==> config.mk <==
export PLATFORM = sky130hd
export DESIGN_NAME = obi_rr_arbiter_flat
export DESIGN_NICKNAME = d
export VERILOG_FILES = /design/src/rtl/obi_rr_arbiter_if.sv /design/src/rtl/obi_rr_arbiter.sv /design/src/flat_wrapper.sv
export SDC_FILE = /design/constraint.sdc
export NUM_CORES = 1
export LEC_CHECK = 0
export ABC_AREA = 1
export CAP_MARGIN = 15
export CORE_AREA = 3 3 124 126
export DETAILED_ROUTE_END_ITERATION = 16
export DIE_AREA = 0 0 127 129
export PLACE_DENSITY = 0.65
export SYNTH_ARGS = -nofsm -noshare
export SYNTH_HDL_FRONTEND = slang
export SYNTH_SLANG_ARGS = --single-unit
==> constraint.sdc <==
create_clock -name clk -period 4.48 [get_ports clk]
set_input_delay 1.12 -clock clk [delete_from_list [all_inputs] [get_ports clk]]
set_output_delay 1.12 -clock clk [all_outputs]
set_load 0.03 [all_outputs]
==> src/rtl/obi_rr_arbiter_if.sv <==
// Bus bundle for the two-manager OBI round-robin arbiter: both manager ports
// and the single subordinate port. The slave modport is the arbiter's view.
interface obi_rr_arbiter_if #(
  parameter int OBI_AW = 32,
  parameter int OBI_DW = 32
) ();
  logic                m0_req,    m1_req;
  logic [OBI_AW-1:0]   m0_addr,   m1_addr;
  logic                m0_we,     m1_we;
  logic [OBI_DW/8-1:0] m0_be,     m1_be;
  logic [OBI_DW-1:0]   m0_wdata,  m1_wdata;
  logic                m0_rready, m1_rready;
  logic                m0_gnt,    m1_gnt;
  logic                m0_rvalid, m1_rvalid;
  logic                m0_err,    m1_err;
  logic [OBI_DW-1:0]   m0_rdata,  m1_rdata;

  logic                s_req, s_we, s_rready;
  logic [OBI_AW-1:0]   s_addr;
  logic [OBI_DW/8-1:0] s_be;
  logic [OBI_DW-1:0]   s_wdata;
  logic                s_gnt, s_rvalid, s_err;
  logic [OBI_DW-1:0]   s_rdata;

  modport slave (
    input  m0_req, m1_req, m0_addr, m1_addr, m0_we, m1_we, m0_be, m1_be,
           m0_wdata, m1_wdata, m0_rready, m1_rready,
           s_gnt, s_rvalid, s_err, s_rdata,
    output m0_gnt, m1_gnt, m0_rvalid, m1_rvalid, m0_err, m1_err,
           m0_rdata, m1_rdata,
           s_req, s_we, s_rready, s_addr, s_be, s_wdata
  );

  modport master (
    output m0_req, m1_req, m0_addr, m1_addr, m0_we, m1_we, m0_be, m1_be,
           m0_wdata, m1_wdata, m0_rready, m1_rready,
           s_gnt, s_rvalid, s_err, s_rdata,
    input  m0_gnt, m1_gnt, m0_rvalid, m1_rvalid, m0_err, m1_err,
           m0_rdata, m1_rdata,
           s_req, s_we, s_rready, s_addr, s_be, s_wdata
  );
endinterface

==> src/rtl/obi_rr_arbiter.sv <==
// Two-manager OBI arbiter: round-robin address phase, one outstanding
// transaction, response routing to the owner and an optional response timeout.
module obi_rr_arbiter #(
  parameter int OBI_AW  = 32,
  parameter int OBI_DW  = 32,
  parameter int TIMEOUT = 255
) (
  input  logic              clk,
  input  logic              reset_n,
  obi_rr_arbiter_if.slave   bus,
  output logic              timeout_o,
  output logic              busy_o
);
  typedef enum logic [1:0] {IDLE, RSP, ERR_RSP, DRAIN} state_e;

  localparam logic [OBI_DW-1:0] ERR_DATA = OBI_DW'(32'hDEAD_BEEF);
  localparam logic [15:0]       TO_LAST  = 16'(TIMEOUT - 1);

  state_e      state_q, state_d;
  logic        last_q, last_d;
  logic        lock_q, lock_d;
  logic        lock_sel_q, lock_sel_d;
  logic        owner_q, owner_d;
  logic        late_q, late_d;
  logic [15:0] cnt_q, cnt_d;

  logic [1:0]                     req, we, rready;
  logic [1:0][OBI_AW-1:0]         addr;
  logic [1:0][OBI_DW/8-1:0]       be;
  logic [1:0][OBI_DW-1:0]         wdata;
  logic [1:0]                     gnt, rvalid, err;
  logic [1:0][OBI_DW-1:0]         rdata;
  logic                           win, tmo_hit, tmo;

  assign req    = {bus.m1_req,    bus.m0_req};
  assign we     = {bus.m1_we,     bus.m0_we};
  assign rready = {bus.m1_rready, bus.m0_rready};
  assign addr   = {bus.m1_addr,   bus.m0_addr};
  assign be     = {bus.m1_be,     bus.m0_be};
  assign wdata  = {bus.m1_wdata,  bus.m0_wdata};

  // A stalled request keeps its winner so a late arrival cannot steal the slot.
  always_comb begin
    if (lock_q)          win = lock_sel_q;
    else if (&req)       win = ~last_q;
    else                 win = req[1] & ~req[0];
  end

  assign tmo_hit = (TIMEOUT != 0) && (cnt_q == TO_LAST) && !bus.s_rvalid;

  always_comb begin
    state_d      = state_q;
    last_d       = last_q;
    lock_d       = lock_q;
    lock_sel_d   = lock_sel_q;
    owner_d      = owner_q;
    late_d       = late_q;
    cnt_d        = cnt_q;
    bus.s_req    = 1'b0;
    bus.s_we     = 1'b0;
    bus.s_addr   = '0;
    bus.s_be     = '0;
    bus.s_wdata  = '0;
    bus.s_rready = 1'b0;
    gnt          = '0;
    rvalid       = '0;
    err          = '0;
    rdata        = '0;
    tmo          = 1'b0;
    // Outputs are forced quiet combinationally while reset is held.
    if (reset_n) begin
      unique case (state_q)
        IDLE: begin
          bus.s_req   = req[win];
          bus.s_we    = we[win];
          bus.s_addr  = addr[win];
          bus.s_be    = be[win];
          bus.s_wdata = wdata[win];
          gnt[win]    = bus.s_gnt;
          if (req[win] && bus.s_gnt) begin
            owner_d = win;
            last_d  = win;
            cnt_d   = '0;
            lock_d  = 1'b0;
            late_d  = 1'b0;
            state_d = RSP;
          end else if (req[win]) begin
            lock_d     = 1'b1;
            lock_sel_d = win;
          end else begin
            lock_d = 1'b0;
          end
        end
        RSP: begin
          bus.s_rready   = rready[owner_q];
          rvalid[owner_q] = bus.s_rvalid;
          err[owner_q]    = bus.s_err;
          rdata[owner_q]  = bus.s_rdata;
          if (bus.s_rvalid && rready[owner_q]) begin
            state_d = IDLE;
          end else if (tmo_hit) begin
            tmo     = 1'b1;
            late_d  = 1'b0;
            state_d = ERR_RSP;
          end
          if (!bus.s_rvalid && cnt_q != 16'hFFFF) cnt_d = cnt_q + 16'd1;
        end
        ERR_RSP: begin
          bus.s_rready    = 1'b1;
          rvalid[owner_q] = 1'b1;
          err[owner_q]    = 1'b1;
          rdata[owner_q]  = ERR_DATA;
          if (bus.s_rvalid) late_d = 1'b1;
          // A late response in this very cycle counts as already seen.
          if (rready[owner_q]) state_d = (late_q || bus.s_rvalid) ? IDLE : DRAIN;
        end
        DRAIN: begin
          bus.s_rready = 1'b1;
          if (bus.s_rvalid) state_d = IDLE;
        end
        default: state_d = IDLE;
      endcase
    end
  end

  always_ff @(posedge clk or negedge reset_n) begin
    if (!reset_n) begin
      state_q    <= IDLE;
      last_q     <= 1'b1;
      lock_q     <= 1'b0;
      lock_sel_q <= 1'b0;
      owner_q    <= 1'b0;
      late_q     <= 1'b0;
      cnt_q      <= '0;
    end else begin
      state_q    <= state_d;
      last_q     <= last_d;
      lock_q     <= lock_d;
      lock_sel_q <= lock_sel_d;
      owner_q    <= owner_d;
      late_q     <= late_d;
      cnt_q      <= cnt_d;
    end
  end

  assign bus.m0_gnt    = gnt[0];
  assign bus.m1_gnt    = gnt[1];
  assign bus.m0_rvalid = rvalid[0];
  assign bus.m1_rvalid = rvalid[1];
  assign bus.m0_err    = err[0];
  assign bus.m1_err    = err[1];
  assign bus.m0_rdata  = rdata[0];
  assign bus.m1_rdata  = rdata[1];
  assign timeout_o     = tmo;
  assign busy_o        = reset_n && (state_q != IDLE);
endmodule

==> src/flat_wrapper.sv <==
// flat-port wrapper written by rule: the top's interface ports become plain ports
module obi_rr_arbiter_flat 
#(
  parameter int OBI_AW  = 32,
  parameter int OBI_DW  = 32,
  parameter int TIMEOUT = 255
)
  (clk, reset_n, timeout_o, busy_o, bus_m0_req, bus_m1_req, bus_m0_addr, bus_m1_addr, bus_m0_we, bus_m1_we, bus_m0_be, bus_m1_be, bus_m0_wdata, bus_m1_wdata, bus_m0_rready, bus_m1_rready, bus_s_gnt, bus_s_rvalid, bus_s_err, bus_s_rdata, bus_m0_gnt, bus_m1_gnt, bus_m0_rvalid, bus_m1_rvalid, bus_m0_err, bus_m1_err, bus_m0_rdata, bus_m1_rdata, bus_s_req, bus_s_we, bus_s_rready, bus_s_addr, bus_s_be, bus_s_wdata);
  obi_rr_arbiter_if #(.OBI_AW(OBI_AW), .OBI_DW(OBI_DW)) bus_i ();
  input  logic clk;
  input  logic reset_n;
  output logic timeout_o;
  output logic busy_o;
  input wire logic [$bits(bus_i.m0_req)-1:0] bus_m0_req;
  input wire logic [$bits(bus_i.m1_req)-1:0] bus_m1_req;
  input wire logic [$bits(bus_i.m0_addr)-1:0] bus_m0_addr;
  input wire logic [$bits(bus_i.m1_addr)-1:0] bus_m1_addr;
  input wire logic [$bits(bus_i.m0_we)-1:0] bus_m0_we;
  input wire logic [$bits(bus_i.m1_we)-1:0] bus_m1_we;
  input wire logic [$bits(bus_i.m0_be)-1:0] bus_m0_be;
  input wire logic [$bits(bus_i.m1_be)-1:0] bus_m1_be;
  input wire logic [$bits(bus_i.m0_wdata)-1:0] bus_m0_wdata;
  input wire logic [$bits(bus_i.m1_wdata)-1:0] bus_m1_wdata;
  input wire logic [$bits(bus_i.m0_rready)-1:0] bus_m0_rready;
  input wire logic [$bits(bus_i.m1_rready)-1:0] bus_m1_rready;
  input wire logic [$bits(bus_i.s_gnt)-1:0] bus_s_gnt;
  input wire logic [$bits(bus_i.s_rvalid)-1:0] bus_s_rvalid;
  input wire logic [$bits(bus_i.s_err)-1:0] bus_s_err;
  input wire logic [$bits(bus_i.s_rdata)-1:0] bus_s_rdata;
  output wire logic [$bits(bus_i.m0_gnt)-1:0] bus_m0_gnt;
  output wire logic [$bits(bus_i.m1_gnt)-1:0] bus_m1_gnt;
  output wire logic [$bits(bus_i.m0_rvalid)-1:0] bus_m0_rvalid;
  output wire logic [$bits(bus_i.m1_rvalid)-1:0] bus_m1_rvalid;
  output wire logic [$bits(bus_i.m0_err)-1:0] bus_m0_err;
  output wire logic [$bits(bus_i.m1_err)-1:0] bus_m1_err;
  output wire logic [$bits(bus_i.m0_rdata)-1:0] bus_m0_rdata;
  output wire logic [$bits(bus_i.m1_rdata)-1:0] bus_m1_rdata;
  output wire logic [$bits(bus_i.s_req)-1:0] bus_s_req;
  output wire logic [$bits(bus_i.s_we)-1:0] bus_s_we;
  output wire logic [$bits(bus_i.s_rready)-1:0] bus_s_rready;
  output wire logic [$bits(bus_i.s_addr)-1:0] bus_s_addr;
  output wire logic [$bits(bus_i.s_be)-1:0] bus_s_be;
  output wire logic [$bits(bus_i.s_wdata)-1:0] bus_s_wdata;
  assign bus_i.m0_req = bus_m0_req;
  assign bus_i.m1_req = bus_m1_req;
  assign bus_i.m0_addr = bus_m0_addr;
  assign bus_i.m1_addr = bus_m1_addr;
  assign bus_i.m0_we = bus_m0_we;
  assign bus_i.m1_we = bus_m1_we;
  assign bus_i.m0_be = bus_m0_be;
  assign bus_i.m1_be = bus_m1_be;
  assign bus_i.m0_wdata = bus_m0_wdata;
  assign bus_i.m1_wdata = bus_m1_wdata;
  assign bus_i.m0_rready = bus_m0_rready;
  assign bus_i.m1_rready = bus_m1_rready;
  assign bus_i.s_gnt = bus_s_gnt;
  assign bus_i.s_rvalid = bus_s_rvalid;
  assign bus_i.s_err = bus_s_err;
  assign bus_i.s_rdata = bus_s_rdata;
  assign bus_m0_gnt = bus_i.m0_gnt;
  assign bus_m1_gnt = bus_i.m1_gnt;
  assign bus_m0_rvalid = bus_i.m0_rvalid;
  assign bus_m1_rvalid = bus_i.m1_rvalid;
  assign bus_m0_err = bus_i.m0_err;
  assign bus_m1_err = bus_i.m1_err;
  assign bus_m0_rdata = bus_i.m0_rdata;
  assign bus_m1_rdata = bus_i.m1_rdata;
  assign bus_s_req = bus_i.s_req;
  assign bus_s_we = bus_i.s_we;
  assign bus_s_rready = bus_i.s_rready;
  assign bus_s_addr = bus_i.s_addr;
  assign bus_s_be = bus_i.s_be;
  assign bus_s_wdata = bus_i.s_wdata;
  obi_rr_arbiter #(.OBI_AW(OBI_AW), .OBI_DW(OBI_DW), .TIMEOUT(TIMEOUT)) u_core (.clk(clk), .reset_n(reset_n), .bus(bus_i), .timeout_o(timeout_o), .busy_o(busy_o));
endmodule
[After elaboration in Yosys (flattened, before gate mapping)]
Index checks and enable logic that the tools add are counted.
Word-level totals
  register bits after elaboration: 23
  latch bits: 0
  bits in writable memories: 0
  ROM bits: 0
  input bits: 179
  output and inout bits: 143
  memories kept: 0
Cells by class
  add/sub/neg operators: 1
  $mul: 0
  div/mod/pow operators: 0
  magnitude comparators: 4
  equal/unequal tests: 13
  shifts and indexed selects: 0
  mux-type cells: 61
  bitwise logic cells: 8
  reductions and logical operators: 21
Operator list (number)
  2-to-1 mux 32 bit: 9
  case mux 64 bit (2 select lines): 1
  bitwise AND 64 bit: 1
  2-to-1 mux 64 bit: 1
  demux 32 bit (select 1 bit): 1
  2-to-1 mux 16 bit: 2
  case mux 16 bit (2 select lines): 1
  2-to-1 mux 1 bit: 25
  2-to-1 mux 2 bit: 10
  adder 16 x 1 -> 16 bit, second input constant: 1
  == test 16 x 8 -> 1 bit, second input constant: 1
  2-to-1 mux 4 bit: 4
  inequality test 16 bit, second input constant: 1
  inequality test 2 x 1 -> 1 bit, second input constant: 4
  case mux 2 bit (2 select lines): 2
  case mux 2 bit (4 select lines): 1
  AND reduction 4 bit: 2
  logical AND 1 bit: 7
  bitwise AND 2 bit: 3
  inequality test 2 bit, second input constant: 3
  AND reduction 6 bit: 1
  AND reduction 5 bit: 1
  == test 2 bit, second input constant: 2
  less-than comparator 1 x 2 -> 1 bit, second input constant: 2
  16 further kinds: 22

[Depth between registers and ports, before layout]
  word-level depth: 11
  gate-level depth with buffers: 10

[Worst setup path after synthesis]
Ideal clock, no wire load.
  path kind: input to output
  from: in reset_n
  to: out bus_s_rready
  data arrival time: 2271 ps
  data required time: 3360 ps
  path slack: 1089 ps
  stages: 4
  path through: inv_1 > nor2_1 > inv_1 > a31oi_1
On the way
  cells in the longest elaborated chain, start to end: 1
Ends and longest elaborated chain
  start, declared: line flat_wrapper.sv:11  | input logic reset_n;
  2-to-1 mux 1 bit: line obi_rr_arbiter.sv:71  | if (reset_n) begin
  end, declared: line flat_wrapper.sv:40  | output wire logic [$bits(bus_i.s_rready)-1:0] bus_s_rready;
No other way between the ends.

[Final worst setup path]
  from: in reset_n
  to: out bus_s_addr[18]
On the way
  cells in the longest elaborated chain, start to end: 1
Ends and longest elaborated chain
  2-to-1 mux 32 bit: line obi_rr_arbiter.sv:71
  end, declared: line flat_wrapper.sv:41  | output wire logic [$bits(bus_i.s_addr)-1:0] bus_s_addr;
No other way between the ends.

==> flow_results.xml <==
<?xml version="1.0" encoding="UTF-8"?>
<metrics>
  <group name="timing">
    <metric name="finalSetupViolations" unit="">0</metric>
    <metric name="fin_worst_skew" unit="ps">3.162</metric>
    <metric name="finalWorstSetupSlack" unit="ps">287.5</metric>
    <metric name="totalNegativeSetupSlack" unit="ps">0</metric>
    <metric name="timing.final.crit_period" unit="ps">4192</metric>
    <metric name="rsz0062_at_grt" unit="">false</metric>
    <metric name="maxSlewViolCount" unit="">0</metric>
    <metric name="achievable_frequency" unit="GHz">0.2385</metric>
    <metric name="hold_viol" unit="">0</metric>
    <metric name="max_slew.worst_pin.slew" unit="ps">917.0</metric>
    <metric name="final.period_utilization" unit="%">93.58</metric>
    <metric name="max_slew_margin" unit="%">38.72</metric>
  </group>
  <group name="clock_network">
    <metric name="cts.sink_count" unit="">23</metric>
    <metric name="clkTransAtPathRegs" unit="ps">60</metric>
    <metric name="cts_made_buffers" unit="">3</metric>
    <metric name="number_of_gates_given_a_new_drive_strength_after_cts" unit="">0</metric>
    <metric name="clockBufferDepth" unit="">2</metric>
    <metric name="tritoncts" unit="">built</metric>
    <metric name="cts_root_buf" unit="">clkbuf_16</metric>
    <metric name="cts_setup_buffers" unit="">0</metric>
    <metric name="holdBufCountCts" unit="">0</metric>
    <metric name="clkLatencyLatePin" unit="ps">260</metric>
    <metric name="htree_levels" unit="">1</metric>
  </group>
  <group name="floorplanning">
    <metric name="fp-row-count" unit="">44</metric>
    <metric name="die_width" unit="µm">127</metric>
    <metric name="die_area" unit="µm²">16380</metric>
    <metric name="design.core.area" unit="µm²">14420</metric>
    <metric name="die_y" unit="µm">129</metric>
    <metric name="num_io_pins" unit="">322</metric>
    <metric name="initial_utilization" unit="%">23.59</metric>
  </group>
  <group name="detailed_routing">
    <metric name="routed_wire_length_per_instance" unit="µm">17.11</metric>
    <metric name="remaining_drc_errors" unit="">0</metric>
    <metric name="drt-initial-drc-count" unit="">396</metric>
    <metric name="dr_total_vias" unit="">5214</metric>
    <metric name="drt_pass1_iterations" unit="">5</metric>
    <metric name="drt-total-wl" unit="mm">19.09</metric>
    <metric name="detail_route_antenna_nets" unit="">0</metric>
    <metric name="vias_per_cell" unit="">4.672</metric>
  </group>
  <group name="pwr">
    <metric name="power_density" unit="nW/µm²">443.7</metric>
    <metric name="standby_leakage_power" unit="nW">2.884</metric>
    <metric name="max-vdd-ir-drop" unit="µV">271.4</metric>
  </group>
  <group name="finish">
    <metric name="multiInputGateArea" unit="µm²">2494</metric>
    <metric name="layout-area-overhead-vs-synth" unit="%">94.67</metric>
    <metric name="most_common_cell_after_layout_fill_and_taps_aside" unit="">clkdlybuf4s50_1</metric>
    <metric name="antenna-diode-count" unit="">0</metric>
    <metric name="filler_cell_count" unit="">1538</metric>
    <metric name="finalNetCount" unit="">1119</metric>
    <metric name="final_cell_mix" unit="">209 x clkdlybuf4s50_1, 175 x nor2_1, 117 x buf_4, 95 x nand2_1, 81 x nand3_1</metric>
    <metric name="flip_flop_and_latch_area" unit="µm²">576.8</metric>
    <metric name="share_of_final_layout_standard_cells_stronger_than_drive_strength_1" unit="%">15.13</metric>
  </group>
  <group name="placed_design">
    <metric name="placement.io_buffers" unit="">321</metric>
    <metric name="pre_cts_ws" unit="ps">263.8</metric>
    <metric name="dp_hpwl" unit="mm">15.67</metric>
    <metric name="gpl.final_weighted_congestion" unit="">0.9384</metric>
  </group>
  <group name="worst_setup_path">
    <metric name="worst_setup_path_end_kind" unit="">primary output</metric>
    <metric name="r2r.worst_path.cells" unit="">9</metric>
    <metric name="worstPathMaxFanout" unit="">70</metric>
    <metric name="r2r-start" unit="">u_core.state_q[1]$_DFFE_PN0P_</metric>
    <metric name="timing.reg2reg.setup_slack" unit="ps">1920</metric>
    <metric name="cp.required" unit="ps">3360</metric>
    <metric name="crit_path_start_kind" unit="">input pin</metric>
    <metric name="setup.worst_path.start" unit="">reset_n</metric>
    <metric name="critPathKind" unit="">in -&gt; out</metric>
    <metric name="crit_arrival" unit="ps">3070</metric>
    <metric name="crit_path_end" unit="">bus_s_addr[18]</metric>
    <metric name="rr_endpoint" unit="">u_core.cnt_q[14]$_DFFE_PN0P_</metric>
  </group>
  <group name="synth">
    <metric name="mux_share_of_post_synthesis_cell_area" unit="%">0</metric>
    <metric name="synthXorXnorAreaFrac" unit="%">1.801</metric>
    <metric name="syn_inst" unit="">644</metric>
    <metric name="ys_ff_latch" unit="">23</metric>
    <metric name="synth_simple_gate_area_share" unit="%">48.49</metric>
    <metric name="ys_warns" unit="">0</metric>
    <metric name="syn_area" unit="µm²">3403</metric>
    <metric name="synth_top_family_by_area" unit="">simple AND/OR/NAND/NOR gates</metric>
    <metric name="postSynthNetCount" unit="">830</metric>
    <metric name="yosys.cell_types.count" unit="">31</metric>
    <metric name="synth_adder_area_share" unit="%">2.574</metric>
    <metric name="synth-compound-area-share" unit="%">20.18</metric>
    <metric name="sequential_fraction_of_the_synthesis_area" unit="%">16.95</metric>
    <metric name="postSynthAreaPerCell" unit="µm²">5.285</metric>
  </group>
  <group name="grt">
    <metric name="grt_start_max_net_pins" unit="">71</metric>
    <metric name="initial_antenna_violation_count" unit="">0</metric>
    <metric name="number_of_global_route_vias_before_repair" unit="">4745</metric>
    <metric name="wire_length_of_the_first_global_routing_pass" unit="mm">27.30</metric>
    <metric name="gr-usage-all-layers" unit="%">21.18</metric>
    <metric name="grt_remaining_overflow" unit="">0</metric>
  </group>
  <group name="run_status">
    <metric name="outcome" unit="">complete, no violations</metric>
  </group>
  <group name="flow_run">
    <metric name="maxCapViolCount" unit="">0</metric>
  </group>
  <group name="hold_path">
    <metric name="hp-class" unit="">reg -&gt; reg</metric>
    <metric name="hold_start" unit="">u_core.last_q$_DFFE_PN1P_</metric>
  </group>
</metrics>
## cell usage after synthesis, drive strengths merged
cell type	number	area (µm²)
a21oi	54	270.3
o21bai	1	7.510
ha	7	87.58
nor3	19	95.09
clkbuf	40	150.1
or2	1	6.260
nor2	177	679.4
o211ai	1	7.510
dfstp	1	26.28
o22ai	1	6.260
xor2	3	26.28
xnor2	4	35.03
buf	9	55.05
nand2	100	401.6
nand3b	2	15.01
nand4	6	37.54
dfrtp	22	550.5
o21ai	77	389.1
inv	36	135.1
nand3	82	415.4
a31oi	1	6.260
## logic make-up (layout without fill, tap and decap cells)
| family | after synthesis | after routing |
|---|---|---|
| buffers and inverters | 85 | 373 |
| adders and majority gates | 7 | 7 |
| xor gates and xnor gates | 7 | 7 |
| DFF | 23 | 23 |
| AOI/OAI and AO/OA | 135 | 135 |
| and+or+nand+nor | 387 | 387 |
## where the power goes
| group | switching, mW | leakage, nW | total (mW) | internal (mW) |
|---|---|---|---|---|
| registers | 0.0325 | 0.310 | 0.281 | 0.248 |
| logic | 1.63 | 2.54 | 2.46 | 0.830 |
| clock network | 0.0776 | 0.0382 | 0.199 | 0.122 |
## critical path, cell delays in order
cell             delay, ps
clkdlybuf4s50_1        530
nand2_1                140
clkinv_1               110
buf_12                 240
o21ai_0                140
nor2_1                 100
clkdlybuf4s50_1        670
## through the flow
step | area, µm² | hold slack [ps] | util [%] | power [mW] | std cells
CTS | 6625 | 479.1 | 45.93 | 2.960 | 1116
detailed placement | 6546 | 472.2 | 45.39 | 2.755 | 1112
global route | 6625 | 520.9 | 45.93 | 3.161 | 1116
floorplan | 3403 | 441.9 | - | 1.774 | 644
global placement | 6546 | 465.1 | 45.39 | 2.754 | 1112
finish | 6625 | 478.8 | 45.93 | 2.939 | 1116
## state kept, by name, indices dropped and copies added, names as in the netlist
signal	flops
u_core.lock_q	1
u_core.owner_q	1
u_core.state_q	2
u_core.late_q	1
u_core.last_q	1
u_core.lock_sel_q	1
u_core.cnt_q	16
## per-layer routing
metal,track usage [%],wire length [µm],vias up
li1,-,-,2698
met1,26.85,7704,2275
met2,35.52,9143,231
met3,7.306,2040,10
met4,3.533,202,0
met5,0,0,-
## worst min-delay path by stage
stage / cells after the start / end / slack (ps)
detailed placement: 2 / u_core.last_q$_DFFE_PN1P_ / 470
floorplan: 2 / u_core.late_q$_DFFE_PN0P_ / 440
finish: 2 / u_core.last_q$_DFFE_PN1P_ / 480
CTS: 2 / u_core.last_q$_DFFE_PN1P_ / 480
global route: 2 / u_core.last_q$_DFFE_PN1P_ / 520
global placement: 2 / u_core.late_q$_DFFE_PN0P_ / 470
## area by class of cell
type / instances / share of cell area [%]
timing repair buffer: 333 / 46.95
multi-input combinational: 536 / 37.64
clock buffer: 4 / 1.190
inverter: 36 / 2.040
tap: 184 / 3.475
sequential: 23 / 8.706
Note: power is estimated with default switching activity, not from simulation.
